**src/rtl/pim_psum_accum_if.sv**
```systemverilog
// Stream interface for the partial-sum accumulator: partial sums in, requantized results out.
// Both directions use valid/ready. A transfer happens on a rising edge where valid and ready are both high.
// The sender holds data stable while valid is high and ready is low, and data is ignored while valid is low.
interface pim_psum_accum_if #(
  parameter int IN_W  = 16,
  parameter int OUT_W = 8
);
  logic                    in_valid;
  logic                    in_ready;
  logic signed [IN_W-1:0]  in_data;
  logic                    out_valid;
  logic                    out_ready;
  logic signed [OUT_W-1:0] out_data;

  modport master (
    output in_valid, in_data, out_ready,
    input  in_ready, out_valid, out_data
  );

  modport slave (
    input  in_valid, in_data, out_ready,
    output in_ready, out_valid, out_data
  );
endinterface

```
**src/rtl/pim_psum_accum.sv**
```systemverilog
// Accumulates TILES signed partial sums per output neuron, then requantizes them
// (round, arithmetic shift, optional ReLU, clip) into a 2-entry result FIFO.
module pim_psum_accum #(
  parameter int IN_W  = 16,
  parameter int ACC_W = 24,
  parameter int OUT_W = 8,
  parameter int TILES = 4
) (
  input  logic             clk,
  input  logic             rst_n,
  input  logic             clr,
  input  logic [4:0]       shift,
  input  logic             relu_en,
  output logic             sat_flag,
  pim_psum_accum_if.slave  bus
);
  localparam int TC_W = (TILES > 1) ? $clog2(TILES) : 1;
  localparam logic [TC_W-1:0] TC_LAST = TC_W'(TILES - 1);
  localparam logic signed [ACC_W-1:0] ACC_MAX = {1'b0, {(ACC_W-1){1'b1}}};
  localparam logic signed [ACC_W-1:0] ACC_MIN = {1'b1, {(ACC_W-1){1'b0}}};
  localparam logic signed [ACC_W-1:0] OUT_MAX = ACC_W'((1 << (OUT_W - 1)) - 1);
  localparam logic signed [ACC_W-1:0] OUT_MIN = ~OUT_MAX;
  localparam logic [4:0] SH_MAX = 5'(ACC_W - 1);

  logic signed [ACC_W-1:0] acc_q, acc_d;
  logic [TC_W-1:0]         tile_q, tile_d;
  logic                    sat_q, sat_d;
  logic signed [OUT_W-1:0] fifo_q [2];
  logic                    wr_ptr_q, rd_ptr_q;
  logic [1:0]              count_q, count_d;
  logic                    in_ready_q;

  logic                    accept, last, push, pop;
  logic [ACC_W:0]          sum_w, rnd_bias, rnd_w;
  logic                    acc_ovf, rnd_ovf, clip_ovf;
  logic signed [ACC_W-1:0] sum_sat, rnd_sat, shifted, relu_val;
  logic [4:0]              sh;
  logic signed [OUT_W-1:0] result;

  always_comb begin
    accept = bus.in_valid & in_ready_q;
    last   = (tile_q == TC_LAST);

    // One guard bit above the accumulator detects signed overflow on the add.
    sum_w   = {acc_q[ACC_W-1], acc_q} + {{(ACC_W+1-IN_W){bus.in_data[IN_W-1]}}, bus.in_data};
    acc_ovf = sum_w[ACC_W] ^ sum_w[ACC_W-1];
    sum_sat = acc_ovf ? (sum_w[ACC_W] ? ACC_MIN : ACC_MAX) : sum_w[ACC_W-1:0];

    sh       = (shift > SH_MAX) ? SH_MAX : shift;
    rnd_bias = '0;
    if (sh != 5'd0) rnd_bias = (ACC_W+1)'(1) << (sh - 5'd1);
    rnd_w    = {sum_sat[ACC_W-1], sum_sat} + rnd_bias;
    rnd_ovf  = rnd_w[ACC_W] ^ rnd_w[ACC_W-1];
    rnd_sat  = rnd_ovf ? (rnd_w[ACC_W] ? ACC_MIN : ACC_MAX) : rnd_w[ACC_W-1:0];
    shifted  = rnd_sat >>> sh;

    relu_val = shifted;
    if (relu_en && shifted[ACC_W-1]) relu_val = '0;

    clip_ovf = 1'b0;
    result   = relu_val[OUT_W-1:0];
    if (relu_val > OUT_MAX) begin
      result   = OUT_MAX[OUT_W-1:0];
      clip_ovf = 1'b1;
    end else if (relu_val < OUT_MIN) begin
      result   = OUT_MIN[OUT_W-1:0];
      clip_ovf = 1'b1;
    end

    push    = accept & last;
    pop     = (count_q != 2'd0) & bus.out_ready;
    count_d = count_q + {1'b0, push} - {1'b0, pop};

    acc_d  = acc_q;
    tile_d = tile_q;
    sat_d  = sat_q;
    if (accept) begin
      if (last) begin
        acc_d  = '0;
        tile_d = '0;
      end else begin
        acc_d  = sum_sat;
        tile_d = tile_q + TC_W'(1);
      end
      sat_d = sat_q | acc_ovf | (last & (rnd_ovf | clip_ovf));
    end
  end

  // Clear overrides accept and pop; the FIFO never overflows since in_ready is low when full.
  always_ff @(posedge clk or negedge rst_n) begin
    if (!rst_n) begin
      acc_q      <= '0;
      tile_q     <= '0;
      sat_q      <= 1'b0;
      fifo_q[0]  <= '0;
      fifo_q[1]  <= '0;
      wr_ptr_q   <= 1'b0;
      rd_ptr_q   <= 1'b0;
      count_q    <= 2'd0;
      in_ready_q <= 1'b1;
    end else if (clr) begin
      acc_q      <= '0;
      tile_q     <= '0;
      sat_q      <= 1'b0;
      wr_ptr_q   <= 1'b0;
      rd_ptr_q   <= 1'b0;
      count_q    <= 2'd0;
      in_ready_q <= 1'b1;
    end else begin
      acc_q   <= acc_d;
      tile_q  <= tile_d;
      sat_q   <= sat_d;
      count_q <= count_d;
      in_ready_q <= (count_d != 2'd2);
      if (push) begin
        fifo_q[wr_ptr_q] <= result;
        wr_ptr_q         <= ~wr_ptr_q;
      end
      if (pop) rd_ptr_q <= ~rd_ptr_q;
    end
  end

  assign bus.in_ready  = in_ready_q;
  assign bus.out_valid = (count_q != 2'd0);
  assign bus.out_data  = (count_q != 2'd0) ? fifo_q[rd_ptr_q] : '0;
  assign sat_flag      = sat_q;
endmodule

```
**src/flat_wrapper.sv**
```systemverilog
// flat-port wrapper written by rule: the top's interface ports become plain ports
module pim_psum_accum_flat 
#(
  parameter int IN_W  = 16,
  parameter int ACC_W = 24,
  parameter int OUT_W = 8,
  parameter int TILES = 4
)
  (clk, rst_n, clr, shift, relu_en, sat_flag, bus_in_valid, bus_in_data, bus_out_ready, bus_in_ready, bus_out_valid, bus_out_data);
  pim_psum_accum_if #(.IN_W(IN_W), .OUT_W(OUT_W)) bus_i ();
  input  logic clk;
  input  logic rst_n;
  input  logic clr;
  input  logic [4:0] shift;
  input  logic relu_en;
  output logic sat_flag;
  input wire logic [$bits(bus_i.in_valid)-1:0] bus_in_valid;
  input wire logic [$bits(bus_i.in_data)-1:0] bus_in_data;
  input wire logic [$bits(bus_i.out_ready)-1:0] bus_out_ready;
  output wire logic [$bits(bus_i.in_ready)-1:0] bus_in_ready;
  output wire logic [$bits(bus_i.out_valid)-1:0] bus_out_valid;
  output wire logic [$bits(bus_i.out_data)-1:0] bus_out_data;
  assign bus_i.in_valid = bus_in_valid;
  assign bus_i.in_data = bus_in_data;
  assign bus_i.out_ready = bus_out_ready;
  assign bus_in_ready = bus_i.in_ready;
  assign bus_out_valid = bus_i.out_valid;
  assign bus_out_data = bus_i.out_data;
  pim_psum_accum #(.IN_W(IN_W), .ACC_W(ACC_W), .OUT_W(OUT_W), .TILES(TILES)) u_core (.clk(clk), .rst_n(rst_n), .clr(clr), .shift(shift), .relu_en(relu_en), .sat_flag(sat_flag), .bus(bus_i));
endmodule
```
**config.mk**
```make
export PLATFORM = sky130hd
export DESIGN_NAME = pim_psum_accum_flat
export DESIGN_NICKNAME = d
export VERILOG_FILES = /design/src/rtl/pim_psum_accum_if.sv /design/src/rtl/pim_psum_accum.sv /design/src/flat_wrapper.sv
export SDC_FILE = /design/constraint.sdc
export NUM_CORES = 1
export LEC_CHECK = 0
export CAP_MARGIN = 40
export CORE_ASPECT_RATIO = 1.4
export CORE_MARGIN = 1
export CORE_UTILIZATION = 45
export CTS_BUF_LIST = sky130_fd_sc_hd__clkbuf_16
export DETAILED_ROUTE_END_ITERATION = 6
export PLACE_DENSITY = 0.64
export SYNTH_ARGS = -nofsm -noshare
export SYNTH_HDL_FRONTEND = slang
export SYNTH_SLANG_ARGS = --single-unit
```
**constraint.sdc**
```tcl
create_clock -name clk -period 15.8 [get_ports clk]
set_input_delay 1.58 -clock clk [delete_from_list [all_inputs] [get_ports clk]]
set_output_delay 1.58 -clock clk [all_outputs]
set_load 0.01 [all_outputs]
```
Word-level counts from Yosys, hierarchy flattened
Index checks and enable logic that the tools add are counted.
{"block": "totals", "ff_bits": 48, "inputBits": 27, "output_inout_bits": 11, "wordCells": 79}
{"block": "classes", "add_sub_neg": 6, "magnitude_cmp": 6, "n_eq_ne": 2, "shifts": 2, "muxes": 32, "bitwise_logic": 14, "reduce_logical": 8}
{"cell": "2-to-1 mux 24 bit", "n": 8}
{"cell": "2-to-1 mux 8 bit", "n": 7}
{"cell": "adder 24 x 16 -> 25 bit", "n": 1}
{"cell": "adder 25 bit", "n": 1}
{"cell": "2-to-1 mux 25 bit", "n": 1}
{"cell": "left shift 1 x 5 -> 25 bit, first input constant", "n": 1}
{"cell": "greater-than comparator 24 x 8 -> 1 bit, second input constant", "n": 1}
{"cell": "less-than comparator 24 x 8 -> 1 bit, second input constant", "n": 1}
{"cell": ">>> shifter 24 x 5 -> 24 bit", "n": 1}
{"cell": "bitwise mux 16 bit", "n": 1}
{"cell": "2-to-1 mux 1 bit", "n": 9}
{"cell": "demux 8 bit (select 1 bit)", "n": 1}
{"cell": "2-to-1 mux 2 bit", "n": 4}
{"cell": "nonzero test 2 bit", "n": 4}
{"cell": "greater-than comparator 5 bit, second input constant", "n": 1}
{"cell": "2-to-1 mux 5 bit", "n": 1}
{"cell": "nonzero test 5 bit", "n": 1}
{"cell": "subtractor 5 x 1 -> 5 bit, second input constant", "n": 1}
{"cell": "bitwise AND 1 bit", "n": 4}
{"cell": "greater-or-equal comparator 2 bit, second input constant", "n": 2}
{"cell": "NOT 1 -> 2 bit", "n": 2}
{"cell": "NOT 1 bit", "n": 3}
{"cell": "bitwise OR 1 bit", "n": 3}
{"cell": "adder 2 x 1 -> 2 bit", "n": 1}
{"cell": "8 further kinds", "n": 10}

Depth between registers and ports, before layout
Gate-level depths: netlist of the first run.
{"block": "logic_depth", "word_depth": 19, "ltp_mapped": 40, "depth_no_buf": 35}

Least setup slack after synthesis of the first run
Ideal clock, no wire load.
{"block": "synth_path", "path_type": "in2reg", "from": "input port bus_in_data[1]", "to": "register u_core.fifo_q[10] in the netlist's numbering", "setup_ps": 82, "arrival_time_ps": 9409, "path_slack_ps": 6309, "path_stages": 35, "path_buffers": 3, "path_cell_list": "ha_1 > a21o_1 > a21oi_1 > o21bai_1 > a311o_1 > a31oi_1 > o211ai_1 > a41oi_1 > o22ai_1 > clkbuf_1 > a22oi_1 > clkbuf_1 > o21ai_0 > ha_1 > a21o_1 > a21o_1 > o41ai_4 > nand4_1 > nand3_1 > nand2b_1 > a21o_1 > xor2_1 > ha_1 > clkbuf_1 > or2_2 > or2_2 > mux2i_1 > nor3_1 > nor2_2 > a221oi_2 > a2111oi_4 > o31ai_1 > or3_4 > or3_1 > a31oi_1"}
{"block": "synth_between", "elab_chain_cells": 13, "word_cells_on_any_way": 16, "cone_classes": "add/sub (2); order compare (2); shift (1); mux (8); bitwise (2); reduce/logical (1)"}
{"element": "start, declared", "line": "flat_wrapper.sv:18", "source": "input wire logic [$bits(bus_i.in_data)-1:0] bus_in_data;"}
{"element": "adder 24 x 16 -> 25 bit (*)", "line": "pim_psum_accum.sv:45", "source": "sum_w = {acc_q[ACC_W-1], acc_q} + {{(ACC_W+1-IN_W){bus.in_data[IN_W-1]}}, bus.in_data};"}
{"element": "2-to-1 mux 24 bit or bitwise XOR 1 bit (tied branches)", "line": "pim_psum_accum.sv:47, pim_psum_accum.sv:46"}
{"element": "2-to-1 mux 24 bit (*)", "line": "pim_psum_accum.sv:47", "source": "sum_sat = acc_ovf ? (sum_w[ACC_W] ? ACC_MIN : ACC_MAX) : sum_w[ACC_W-1:0];"}
{"element": "adder 25 bit (*)", "line": "pim_psum_accum.sv:52", "source": "rnd_w = {sum_sat[ACC_W-1], sum_sat} + rnd_bias;"}
{"element": "2-to-1 mux 24 bit or bitwise XOR 1 bit (tied branches)", "line": "pim_psum_accum.sv:54, pim_psum_accum.sv:53"}
{"element": "2-to-1 mux 24 bit (*)", "line": "pim_psum_accum.sv:54", "source": "rnd_sat = rnd_ovf ? (rnd_w[ACC_W] ? ACC_MIN : ACC_MAX) : rnd_w[ACC_W-1:0];"}
{"element": ">>> shifter 24 x 5 -> 24 bit (*)", "line": "pim_psum_accum.sv:55", "source": "shifted = rnd_sat >>> sh;"}
{"element": "logical AND 1 bit", "line": "pim_psum_accum.sv:58", "source": "if (relu_en && shifted[ACC_W-1]) relu_val = '0;"}
{"element": "2-to-1 mux 24 bit (*)", "line": "pim_psum_accum.sv:58"}
{"element": "less-than comparator 24 x 8 -> 1 bit", "line": "pim_psum_accum.sv:65", "source": "end else if (relu_val < OUT_MIN) begin"}
{"element": "2-to-1 mux 8 bit", "line": "pim_psum_accum.sv:65"}
{"element": "2-to-1 mux 8 bit (*)", "line": "pim_psum_accum.sv:62", "source": "if (relu_val > OUT_MAX) begin"}
{"element": "bitwise mux 16 bit (*)", "line": "pim_psum_accum.sv:116", "source": "fifo_q[wr_ptr_q] <= result;"}
{"element": "end signal, assigned by index", "line": "pim_psum_accum.sv:116"}
{"element": "end, declared", "line": "pim_psum_accum.sv:28", "source": "logic signed [OUT_W-1:0] fifo_q [2];"}
Every way passes the cells marked *; elsewhere a longest branch is shown, timed or not.
A chain may end at the register's enable or synchronous reset.

Worst setup path after layout of the first run
{"block": "layout_path", "from": "input port bus_in_data[1]", "to": "register u_core.fifo_q[12] in the netlist's numbering"}
Same word-level chain as after synthesis.

==> results of run 1 <==
==> cells in the final DEF (no fill, tap or decap), types with 18 or more instances in the layout <==
cell type / count
o211ai_1: 27
ha_1: 53
inv_1: 30
nor2_1: 138
a21oi_1: 93
o21ai_0: 56
nor3_1: 37
buf_4: 19
dfrtp_1: 47
xnor2_1: 18
nand2_1: 86
nand3_1: 35
clkdlybuf4s50_1: 36
nand2b_1: 18
a21o_1: 22
a31oi_1: 24
==> path summary, 6_finish.rpt <==
kind                                                from                            end  slack (ns)  cells after the start
min                        u_core.fifo_q[15]$_DFFE_PN0P_  u_core.fifo_q[15]$_DFFE_PN0P_        0.49                      2
max                                       bus_in_data[1]  u_core.fifo_q[12]$_DFFE_PN0P_        4.78                     34
min in group asynchronous                          rst_n    u_core.acc_q[3]$_DFFE_PN0P_        1.37                      2
max in group asynchronous                          rst_n   u_core.fifo_q[3]$_DFFE_PN0P_       13.98                      2
min reg2reg                u_core.fifo_q[15]$_DFFE_PN0P_  u_core.fifo_q[15]$_DFFE_PN0P_        0.49                      2
max reg2reg                  u_core.acc_q[1]$_DFFE_PN0P_  u_core.fifo_q[12]$_DFFE_PN0P_        6.12                     33
==> synthesized netlist by cell type (8+ instances only) <==
cell and count:
dfrtp_1 47, inv_1 30, nand3_1 35, a211oi_1 15, o22ai_1 8, nand2_1 86
a22oi_1 11, a21o_1 22, o21bai_1 11, buf_2 11, a31oi_1 24, ha_1 53
clkbuf_1 44, nor2_1 138, nand4_1 13, and2_1 12, mux2i_1 17, a21oi_1 95
nor3_1 37, o21ai_1 11, and3_1 9, xor2_1 17, o211ai_1 27, o21ai_0 57
or3_1 9, xnor2_1 18, nand2b_1 18, a221oi_1 10
==> logic make-up (layout without fill, tap and decap cells) <==
| logic type | Yosys count | after routing | share of synthesized area [%] |
|---|---|---|---|
| compound gates | 374 | 374 | 35.29 |
| simple gates | 399 | 399 | 25.96 |
| fa+ha+maj | 55 | 55 | 9.623 |
| other cells | 1 | 1 | 0.05132 |
| mux | 19 | 19 | 2.637 |
| buf+inv | 96 | 96 | 5.342 |
| xor+xnor | 37 | 37 | 4.640 |
| flops | 48 | 48 | 16.46 |
==> state kept, by name, summed over array words and instances (netlist names) <==
signal	cells
u_core.rd_ptr_q	1
u_core.count_q	2
u_core.sat_flag	1
u_core.fifo_q	16
u_core.tile_q	2
u_core.acc_q	24
u_core.wr_ptr_q	1
u_core.bus.in_ready	1
==> final cells by class <==
class | instances | area share [%]
clock buffer | 5 | 1.566
clock inverter | 3 | 0.8611
inverter | 31 | 1.456
multi-input combinational | 885 | 71.60
sequential | 48 | 15.05
tap | 196 | 3.069
timing repair buffer | 57 | 6.404
==> stage by stage <==
step | cell area (sq um) | util [%]
detailed placement | 7797 | 49.53
finish | 7991 | 50.76
CTS | 7991 | 50.76
global route | 7991 | 50.76
global placement | 7786 | 49.46
floorplan | 7307 | -
==> tightest hold or removal path: stages, from the launching register on <==
cell and delay (ns):
dfrtp_1 0.35, nand2_1 0.05, nand2_1 0.05
==> routing by layer <==
metal  part of all wire, %  wire [um]
met1                    42      10250
met2                    48      11870
met3                   4.4       1090
met5                     0          0
met4                   5.8       1421
==> reports/metrics.cfg, run 1 <==
[global_routing]
grt_busiest_layer = met2
grtUsageMet3_pct = 1.839
grt_max_degree = 49
grt_overflow = 0
grt_pass1_vias = 7463
use_met2_pct = 50.40
grt_util_met1_pct = 36.99
antenna_found_initial = 0
track_usage_pct = 29.87
grt_first_pass_wirelength_mm = 39.07

[route]
drc_errors = 5
detail-route-antenna-nets = 0
viasPerCell = 6.509
wl_per_cell_um = 20.11
vias = 7974
drtIter0Drc = 686
dr.pass1.iters = 7
wl_mm = 24.63

[outcome]
status = complete, but fails checks
violations = DRC

[min_path]
hold_class = register to register

[timing]
final.period_utilization_pct = 69.72
drv_slew = 0
setup_viol = 0
worst_slew_pin_slew_ns = 0.9665
whs_ns = 0.4878
slew_headroom_pct = 35.57
fin_ws_ns = 4.784
fmax_mhz = 90.78
hold_violations = 0
setup_tns_ns = 0
period_needed_ns = 11.02
clock_skew_ns = 0.009225
rsz0062_at_grt = no

[critical_path]
worst_path_dominant_cell_family = compound AO/OA/AOI/OAI gates
worstPathMaxFanout = 21
cp.arrival_ns = 11.15
end_kind = register
critPathRequiredTime_ns = 15.94
critical_path_class = input pin to register
crit_slowest_cell = o22ai_1
critPathBufInv = 3
cp_common_cell = a21o_1
max_stage_delay_ns = 0.76
startpoint_type = input pin

[clock_network]
cts-root-buf = clkbuf_16
cts.clk_slew.worst_paths_ns = 0.07
cts_max_level = 2
cts_post_setup_buffers_inserted = 0
cts_buffer_depth = 2
hold_buffers = 0
cts_tree = done
cts.repair.resized = 0
numClockSinks = 48
clkLatencyLatePin_ns = 0.30
cts_buffers = 5

[die]
start_util_pct = 46.42
dieArea_sq_um = 16760
coreArea_sq_um = 15740
ioPinCount = 38
die_x_um = 109.7
num_rows = 54
die_height_um = 152.8

[yosys]
yosys_warnings = 0
yosysTopAreaCellShare_pct = 16.10
ys.flop_type = dfrtp_1
synth_area_sq_um = 7307
syn_nets = 1111
ys_top_cells_by_area = dfrtp_1 16%, ha_1 9.1%, nor2_1 7.1%
ys_types = 85
ys_seq_area_share_pct = 16.46
synth_area_leader_cell = dfrtp_1
synth_seq_cells = 48
synth_edf_count = 0
async_flop_share_pct = 100.0
avgSynthCellArea_sq_um = 7.101
synth_cells = 1029

[finish]
syn_to_final_growth_pct = 9.366
layoutNonFillerInstCount = 1225
antenna_cells = 0
layout.area.seq_sq_um = 1202
nFillCells = 1641
multiInputGateArea_sq_um = 5722
fin_nets = 1110
drive_above_1_share_pct = 6.122

[placed_design]
dpl.hpwl_mm = 18.85
gp_congestion = 0.9402
place.port_buffers = 37
dp_slack_ns = 4.656
placed_cells = 1217

[flow_run]
drv_cap = 0

Power of run 1 is not shown: default switching activity piles up to over one toggle a cycle in this logic, so the estimate is an artifact.
==> inputs of run 2 (changes only) <==
==> constraint.sdc (replaced) <==
create_clock -name clk -period 11.4 [get_ports clk]
set_input_delay 1.14 -clock clk [delete_from_list [all_inputs] [get_ports clk]]
set_output_delay 1.14 -clock clk [all_outputs]
set_load 0.01 [all_outputs]
==> reports/metrics.cfg, run 2 (same netlist as run 1, synthesis figures left out) <==
[flow_run]
drv_cap = 0

[die]
start_util_pct = 46.42
die_x_um = 109.7
dieArea_sq_um = 16760
num_rows = 54
die_height_um = 152.8
ioPinCount = 38
coreArea_sq_um = 15740

[critical_path]
critPathRequiredTime_ns = 11.54
r2r-start = u_core.acc_q[1]$_DFFE_PN0P_
end_kind = register
startpoint_type = input pin
cp.arrival_ns = 10.64
cp_common_cell = a21o_1
max_stage_delay_ns = 0.64
crit_slowest_cell = a211oi_1
worstPathMaxFanout = 15
startpoint = bus_in_data[1]
critical_path_class = input pin to register

[timing]
rsz0062_at_grt = no
drv_slew = 0
period_needed_ns = 10.50
worst_slew_pin_slew_ns = 0.9654
final.period_utilization_pct = 92.13
clock_skew_ns = 0.006554
hold_violations = 0
setup_tns_ns = 0
fmax_mhz = 95.21
slew_headroom_pct = 33.98
setup_viol = 0

[min_path]
hp-start = u_core.acc_q[15]$_DFFE_PN0P_
hold_class = register to register

[finish]
syn_to_final_growth_pct = 9.332
multiInputGateArea_sq_um = 5722
layout_common_cells = 138 x nor2_1, 93 x a21oi_1, 86 x nand2_1
drive_above_1_share_pct = 6.402
nFillCells = 1627
top_regs = u_core.acc_q x24, u_core.fifo_q x16
top_register = u_core.acc_q
largest_register_ff_count = 24
antenna_cells = 0
final_common_cell = nor2_1
layout.area.seq_sq_um = 1202
fin_nets = 1112

[placed_design]
dpl.hpwl_mm = 19.00
place.port_buffers = 37
gp_congestion = 0.9907

[route]
drtIter0Drc = 799
wl_mm = 24.55
wl_per_cell_um = 20.01
dr.pass1.iters = 6
viasPerCell = 6.548
drc_errors = 0
vias = 8034
detail-route-antenna-nets = 0

[clock_network]
cts_buffers = 5
hold_buffers = 0
clkLatencyLatePin_ns = 0.29
numClockSinks = 48
cts_max_level = 2
cts.clk_slew.worst_paths_ns = 0.07
cts-root-buf = clkbuf_16
cts_buffer_depth = 2
cts_tree = done
cts_post_setup_buffers_inserted = 0
cts.repair.resized = 0

[global_routing]
grt_first_pass_wirelength_mm = 39.16
grt_max_degree = 49
track_usage_pct = 29.65
grt_overflow = 0
antenna_found_initial = 0
grt_pass1_vias = 7504

[outcome]
status = finished, final reports clean

run 2: critical path, delay by kind of cell:
kind            cells  cell delay, ns
simple gates        8            1.61
buf+inv             1            0.45
xor+xnor            1            0.15
fa+ha+maj           3            1.30
compound gates     20            5.97
run 2: routing by layer:
layer | GRT usage, % | up-vias | part of all wire [%] | wire length [um]
met3 | 1.625 | 85 | 5.6 | 1369
met2 | 49.48 | 341 | 48 | 11890
met4 | 16.70 | 0 | 5.8 | 1428
li1 | - | 3869 | - | -
met1 | 37.33 | 3739 | 40 | 9861
met5 | 0 | - | 0 | 0
run 2: final timing paths:
check                      cells past startpoint  slack [ns]                             to
setup / recovery                              33        0.90  u_core.fifo_q[14]$_DFFE_PN0P_
max in group asynchronous                      2       10.02   u_core.fifo_q[1]$_DFFE_PN0P_
setup reg to reg                              32        1.80  u_core.fifo_q[14]$_DFFE_PN0P_
min in group asynchronous                      2        0.94    u_core.acc_q[3]$_DFFE_PN0P_
hold reg to reg                                2        0.49   u_core.acc_q[15]$_DFFE_PN0P_
hold / removal                                 2        0.49   u_core.acc_q[15]$_DFFE_PN0P_
run 2: final cells by class:
class | instances | area share [%]
timing repair buffer | 59 | 6.641
tap | 196 | 3.070
clock inverter | 3 | 0.5951
multi-input combinational | 885 | 71.62
sequential | 48 | 15.05
clock buffer | 5 | 1.566
inverter | 31 | 1.457
run 2: stage by stage:
step,setup slack (ns),instances,util (%),hold slack (ns),cell area (sq um)
2_1_floorplan,2.349,1029,-,0.4444,7307
3_3_place_gp,0.9340,1219,49.65,0.4665,7816
3_5_place_dp,0.7256,1219,49.65,0.4750,7816
4_1_cts,1.009,1227,50.75,0.4905,7989
5_1_grt,0.03502,1227,50.75,0.5022,7989
6_report,0.8967,1227,50.75,0.4878,7989
Power of run 2 is left out for the same reason.
==> inputs of run 3 (changes only) <==
==> constraint.sdc (replaced) <==
create_clock -name clk -period 12 [get_ports clk]
set_input_delay 1.2 -clock clk [delete_from_list [all_inputs] [get_ports clk]]
set_output_delay 1.2 -clock clk [all_outputs]
set_load 0.01 [all_outputs]
==> reports/metrics.cfg, run 3 (same netlist as run 1, synthesis figures left out) <==
[outcome]
status = finished, final reports clean

[finish]
nFillCells = 1585
largest_register_ff_count = 24
final_common_cell = nor2_1
layout.area.seq_sq_um = 1202
fin_nets = 1110
antenna_cells = 0
multiInputGateArea_sq_um = 5722
layoutNonFillerInstCount = 1225
top_regs = u_core.acc_q x24, u_core.fifo_q x16
layout_common_cells = 138 x nor2_1, 93 x a21oi_1, 86 x nand2_1
top_register = u_core.acc_q
syn_to_final_growth_pct = 9.127
drive_above_1_share_pct = 6.220

[placed_design]
place.port_buffers = 37
gp_congestion = 0.9846
dp_slack_ns = 1.000
placed_cells = 1217
dpl.hpwl_mm = 19.38

[timing]
drv_slew = 0
fin_ws_ns = 1.107
hold_violations = 0
final.period_utilization_pct = 90.77
setup_tns_ns = 0
slew_headroom_pct = 36.90
period_needed_ns = 10.89
rsz0062_at_grt = no
clock_skew_ns = 0.007942
worst_slew_pin_slew_ns = 0.9465
setup_viol = 0
fmax_mhz = 91.80

[global_routing]
grt_util_met1_pct = 37.38
grt_first_pass_wirelength_mm = 40.17
grt_max_degree = 49
track_usage_pct = 30.61
grt_overflow = 0
grtUsageMet3_pct = 2.524
antenna_found_initial = 0
grt_pass1_vias = 7637
grt_busiest_layer = met2
use_met2_pct = 51.63

[route]
detail-route-antenna-nets = 0
viasPerCell = 6.658
dr.pass1.iters = 5
wl_mm = 25.30
wl_per_cell_um = 20.65
vias = 8156
drc_errors = 0
drtIter0Drc = 840

[critical_path]
max_stage_delay_ns = 0.74
r2r-start = u_core.acc_q[1]$_DFFE_PN0P_
startpoint_type = input pin
cp.arrival_ns = 11.04
crit_slowest_cell = o22ai_1
worstPathMaxFanout = 24
startpoint = bus_in_data[1]
critPathRequiredTime_ns = 12.14
end_kind = register
critical_path_class = input pin to register
ff2ff_setup_slack_ns = 2.08

[clock_network]
cts_tree = done
cts.clk_slew.worst_paths_ns = 0.07
hold_buffers = 0
cts-root-buf = clkbuf_16
numClockSinks = 48
cts_post_setup_buffers_inserted = 0
cts.repair.resized = 0
cts_buffers = 5
cts_buffer_depth = 2
clkLatencyLatePin_ns = 0.29
cts_max_level = 2

[min_path]
hp-start = u_core.acc_q[9]$_DFFE_PN0P_
hold_class = register to register

[die]
die_x_um = 109.7
num_rows = 54
die_height_um = 152.8
coreArea_sq_um = 15740
dieArea_sq_um = 16760
start_util_pct = 46.42
ioPinCount = 38

[flow_run]
drv_cap = 0

-- run 3: cell count changes in the layout (fill, tap and decap cells not counted) --
cell   previous run  this run
buf_4            22        20
-- run 3: per-layer routing --
layer,part of all wire [%],routed length [um]
met1,41,10260
met2,48,12090
met3,5.5,1387
met4,6.2,1568
met5,0,0
-- run 3: area by class of cell --
class                   instances  area share, %
repair buffers                 57          6.465
flip-flops and latches         48          15.08
clock inverters                 3         0.5963
well taps                     196          3.075
multi-input cells             885          71.76
inverters                      31          1.459
clock buffers                   5          1.569
-- run 3: worst max-delay path, delay by kind of cell --
family / cells / cell delay (ns)
xor+xnor: 1 / 0.19
simple gates: 10 / 2.11
fa+ha+maj: 3 / 1.13
compound gates: 19 / 5.32
buf+inv: 3 / 1.05
-- run 3: per-stage QoR --
step | hold slack [ns] | util [%] | cell area (sq um)
finish | 0.4815 | 50.65 | 7974
global route | 0.5091 | 50.65 | 7974
CTS | 0.4881 | 50.65 | 7974
detailed placement | 0.4721 | 49.55 | 7801
global placement | 0.4665 | 49.51 | 7794
floorplan | 0.4444 | - | 7307
-- run 3: final timing paths --
kind / end / cells after the start
max: u_core.fifo_q[13]$_DFFE_PN0P_ / 36
min: u_core.acc_q[9]$_DFFE_PN0P_ / 1
max reg2reg: u_core.fifo_q[13]$_DFFE_PN0P_ / 35
min reg2reg: u_core.acc_q[9]$_DFFE_PN0P_ / 1
max in group asynchronous: u_core.fifo_q[10]$_DFFE_PN0P_ / 2
min in group asynchronous: u_core.acc_q[3]$_DFFE_PN0P_ / 2
Power of run 3 is left out for the same reason.
